**src/rtl/aes_dec_arbiter.sv**
```systemverilog
// Round-robin front end sharing one inverse-AES core between two requesters; AES_DEC_ARB_TIMEOUT_EN adds a watchdog.
// Latency: gnt in the cycle after req is sampled in IDLE; done in the cycle after core_busy falls (or the watchdog fires).
// Backpressure: requesters hold req until gnt; one job in flight, other requests wait until the block returns to IDLE.
module aes_dec_arbiter #(
  parameter int TIMEOUT_CYCLES = 64
) (
  input  logic         clock,
  input  logic         reset_n,
  input  logic         req0,
  input  logic         req1,
  input  logic [127:0] key0,
  input  logic [127:0] key1,
  input  logic [127:0] ct0,
  input  logic [127:0] ct1,
  output logic         gnt0,
  output logic         gnt1,
  output logic         done0,
  output logic         done1,
  output logic [127:0] pt,
  output logic         err,
  output logic         core_we,
  output logic [127:0] core_secret,
  output logic [127:0] core_cipher,
  input  logic [127:0] core_plaintext,
  input  logic         core_busy
);

  typedef enum logic [2:0] {IDLE, LAUNCH, WAIT, RUN, DONE} state_t;

  state_t       state;
  state_t       state_nxt;
  logic         owner;
  logic         last;
  logic         pick;
  logic         tmo;
  logic         abort;
  logic [127:0] key_q;
  logic [127:0] ct_q;
  logic [127:0] pt_q;

  // On a tie the requester that was not served last wins.
  assign pick = req1 & (~req0 | ~last);

  always_comb begin
    state_nxt = state;
    abort     = 1'b0;
    case (state)
      IDLE:   if (req0 | req1) state_nxt = LAUNCH;
      LAUNCH: state_nxt = WAIT;
      WAIT: begin
        if (tmo) begin
          state_nxt = DONE;
          abort     = 1'b1;
        end else if (core_busy) begin
          state_nxt = RUN;
        end
      end
      RUN: begin
        if (!core_busy) begin
          state_nxt = DONE;
        end else if (tmo) begin
          state_nxt = DONE;
          abort     = 1'b1;
        end
      end
      DONE:    state_nxt = IDLE;
      default: state_nxt = IDLE;
    endcase
  end

  always_ff @(posedge clock or negedge reset_n) begin
    if (!reset_n) begin
      state <= IDLE;
      owner <= 1'b0;
      last  <= 1'b1;
      key_q <= '0;
      ct_q  <= '0;
      pt_q  <= '0;
    end else begin
      state <= state_nxt;
      if (state == IDLE && (req0 | req1)) begin
        owner <= pick;
        last  <= pick;
        key_q <= pick ? key1 : key0;
        ct_q  <= pick ? ct1 : ct0;
      end
      if (state == RUN && !core_busy) begin
        pt_q <= core_plaintext;
      end else if (abort) begin
        pt_q <= '0;
      end
    end
  end

`ifdef AES_DEC_ARB_TIMEOUT_EN
  localparam int CNT_W = $clog2(TIMEOUT_CYCLES + 1);

  logic [CNT_W-1:0] cnt;
  logic             err_q;

  // Counts cycles spent waiting on the core; err_q remembers why DONE was entered.
  always_ff @(posedge clock or negedge reset_n) begin
    if (!reset_n) begin
      cnt   <= '0;
      err_q <= 1'b0;
    end else begin
      if (state == LAUNCH) begin
        cnt <= '0;
      end else if (state == WAIT || state == RUN) begin
        cnt <= cnt + CNT_W'(1);
      end
      if (state_nxt == DONE) begin
        err_q <= abort;
      end
    end
  end

  assign tmo = (cnt >= CNT_W'(TIMEOUT_CYCLES - 1));
  assign err = (state == DONE) & err_q;
`else
  // No watchdog in this build: constant-false for any legal TIMEOUT_CYCLES.
  assign tmo = (TIMEOUT_CYCLES < 0);
  assign err = 1'b0;
`endif

  assign gnt0        = (state == LAUNCH) & ~owner;
  assign gnt1        = (state == LAUNCH) & owner;
  assign done0       = (state == DONE) & ~owner;
  assign done1       = (state == DONE) & owner;
  assign core_we     = (state == LAUNCH);
  assign core_secret = key_q;
  assign core_cipher = ct_q;
  assign pt          = pt_q;

endmodule
```
**config.mk**
```make
export PLATFORM = sky130hd
export DESIGN_NAME = aes_dec_arbiter
export DESIGN_NICKNAME = d
export VERILOG_FILES = /design/src/rtl/aes_dec_arbiter.sv
export SDC_FILE = /design/constraint.sdc
export NUM_CORES = 1
export LEC_CHECK = 0
export CAP_MARGIN = 20
export CORE_AREA = 2 2 409 411
export DETAILED_ROUTE_END_ITERATION = 8
export DIE_AREA = 0 0 411 413
export REMOVE_ABC_BUFFERS = 1
export SETUP_SLACK_MARGIN = 0.05
export SLEW_MARGIN = 5
export SYNTH_ARGS = -nofsm -noshare
export SYNTH_HDL_FRONTEND = slang
export SYNTH_SLANG_ARGS = --single-unit
export TNS_END_PERCENT = 30
```
**constraint.sdc**
```tcl
create_clock -name clock -period 2.3 [get_ports clock]
set_clock_uncertainty 0.1 [all_clocks]
set_input_delay 0.46 -clock clock [delete_from_list [all_inputs] [get_ports clock]]
set_output_delay 0.46 -clock clock [all_outputs]
set_load 0.01 [all_outputs]
```
==> out/results.ini <==
[placed_design]
portBuffers=1033
gp_congestion=0.918
post-place-cells=4391
place_area_um2=30100
dp_hpwl_um=116000

[global_routing]
grt_max_degree=66
grt_pass1_wl_um=174000
antenna_found_initial=73
grt_usage=0.156
grt_pass1_vias=16700
grt_overflow=0

[final_layout]
design_area_um2=32900
area_delta_synth_final_pct=98.5
layout_commonest_cell=clkdlybuf4s50_1
num-fill-cells=18100
fin_util=0.198
drive_gt1_frac=0.286
final_cells=4540
layout_common_cells=835 x clkdlybuf4s50_1, 388 x dfrtp_1, 233 x o221a_2
fin_nets=2925

[route]
drt_iter0_markers=1097
wirelength_um=141000
ant_nets=0
post_drt_wl_per_cell_um=31.0
drc=0
vias=16400
detail_route.vias_per_cell=3.61
first_pass_iters=5

[floorplan]
die_y_um=413
io_pins=1035
start_util=0.0998
rows=150
die_w_um=411
core_area_um2=166000
die-area_um2=170000

[critical_path]
critical_path_class=reg -> reg
regToRegStartpoint=state[1]
cp.depth=6
endpoint_kind=register
cp-start-kind=register
crit_family=simple AND/OR/NAND/NOR gates
critPathSlowestCell=or4b_4
crit_start=state[1]
cp_data_arrival_time_ps=2910
worst_ep_required_time_ps=2720
ff2ff_path_depth=6
worst-path-buf-inv=3
crit_chain=buf_12, or4b_4, buf_16, clkbuf_16, or3_1, o221a_2
slowest_delay_ps=570
cp_max_fo=24

[logic_synthesis]
synth_mux_area_frac=0.0871
synth_area_um2=16600
synth_top_family_by_area=compound AO/OA/AOI/OAI gates
synthAdderAreaFrac=0
avgSynthCellArea_um2=14.0
ys_ff_latch=389
synth-xor-area-share=0
yosys_warnings=0
synth_compound_area_frac=0.177
ys_seq_area_frac=0.588
yosys.area_share.simple=0.104
synthCells=1185
synth_cell_type_count=31

[timing]
fmaxAchievable_ghz=0.402
whs_ps=184
slew_violations=0
setup_viol=175
setup_slack_ps=-186
slew_headroom=0.632
finalCriticalPeriod_ps=2490
tightest_slew_ps=555
min_period_over_period=1.08
hold_viol_final=0
rsz0062_at_grt=yes

[cts]
clock_latency_ps=630
cts_tree=yes
cts_root_buffer=clkbuf_16
cts_sinks=389
cts.clk_slew.worst_paths_ps=60
htree_levels=2
cts_buffers=51
clk_path_buf_depth=3

[power]
p_int_uw=26900
power.net_switching_uw=17400
max-vdd-ir-drop_uv=723
p_comb_frac=0.530
power.total_uw=44400
clockPowerShare=0.185
power.density_nw_per_um2=1350
p_leak_uw=0.0122
p_sw_frac=0.393
seq_power_share=0.284

[outcome]
violations=negative setup slack
outcome=finished with violations

[flow_run]
cap_violations=0

[min_path]
worst_hold_path_type=in -> async

==> sequential cells by signal (all words and copies together) (netlist names) <==
register and cells:
core_cipher 128, pt 128, core_secret 128, owner 1, last 1, state 3
==> area by class of cell <==
cell class	count	area (um^2)	area share
Antenna cell	14	35.0	0.00107
Timing Repair Buffer	1171	12100	0.368
Sequential cell	389	9740	0.296
Clock inverter	22	245	0.00746
Clock buffer	73	1420	0.0432
Tap cell	2204	2760	0.0839
Multi-Input combinational cell	667	6550	0.199
==> through the flow <==
| step | setup slack (ps) | setup TNS (ps) |
|---|---|---|
| 3_5_place_dp | -441 | -82300 |
| 5_1_grt | -172 | -19410 |
| 6_report | -186 | -16120 |
| 2_1_floorplan | -12010 | -2694400 |
| 3_3_place_gp | -425 | -86590 |
| 4_1_cts | -187 | -6340 |
==> path summary, 6_finish.rpt <==
check / end / slack (ps)
min in group clock: pt[117] / 320
worst max register to register: core_secret[103] / -190
worst min register to register: pt[125] / 400
worst min-delay path: pt[13] / 180
max in group asynchronous: pt[116] / 1090
worst max-delay path: core_secret[103] / -190
==> timing repair <==
item / in CTS / in global routing
cloned: 5 / 12
hold buffers: 1 / 0
setup endpoints to repair: 347 / 374
pin swaps: 24 / 4
gates resized for setup: 244 / 65
endpoints found under the hold margin: 245 / 0
setup buffers: 13 / 10
==> power by group through the flow <==
stage / registers, uW / clock network, uW / logic [uW]
after floorplan: 13600 / 0 / 6190
after global placement: 12600 / 0 / 23300
after detailed placement: 12600 / 0 / 23400
after CTS: 12600 / 8550 / 23300
after global routing: 13000 / 8800 / 24900
final: 12600 / 8220 / 23500
==> Yosys cell counts <==
| master | instances | area, um^2 |
|---|---|---|
| o21a_1 | 1 | 7.51 |
| nand2_1 | 2 | 7.51 |
| nor3_1 | 2 | 10.0 |
| buf_2 | 32 | 160 |
| and2_1 | 2 | 12.5 |
| nand2b_1 | 2 | 12.5 |
| nor3b_1 | 1 | 7.51 |
| nor2_1 | 4 | 15.0 |
| and3_1 | 1 | 6.26 |
| nor2_2 | 1 | 6.26 |
| nor4bb_1 | 1 | 10.0 |
| nor4b_1 | 1 | 8.76 |
| or3_1 | 254 | 1590 |
| and3b_1 | 1 | 8.76 |
| or4b_4 | 1 | 13.8 |
| nand3_1 | 1 | 5.00 |
| dfrtp_1 | 388 | 9710 |
| dfstp_2 | 1 | 26.3 |
| o21bai_1 | 3 | 22.5 |
| buf_12 | 1 | 20.0 |
| o221a_2 | 256 | 2880 |
| mux2_2 | 128 | 1440 |
| clkbuf_1 | 67 | 251 |
| nor2b_1 | 1 | 6.26 |
| a21oi_1 | 2 | 10.0 |
| buf_6 | 19 | 214 |
| o21ai_0 | 1 | 5.00 |
| conb_1 | 1 | 3.75 |
| buf_1 | 1 | 3.75 |
| buf_4 | 8 | 60.1 |
| buf_8 | 1 | 15.0 |
==> cell families after synthesis <==
family	after synthesis
buf+inv	129
compound gates	263
simple gates	275
mux	128
flops	389
other cells	1
==> per-layer routing <==
layer | share of wire | routed length [um] | track usage
met3 | 0.13 | 17700 | 0.0840
met5 | 0.0026 | 361 | 0
met2 | 0.47 | 65700 | 0.253
met1 | 0.37 | 52500 | 0.176
met4 | 0.031 | 4290 | 0.0455
Note: power is estimated with default switching activity, not from simulation.
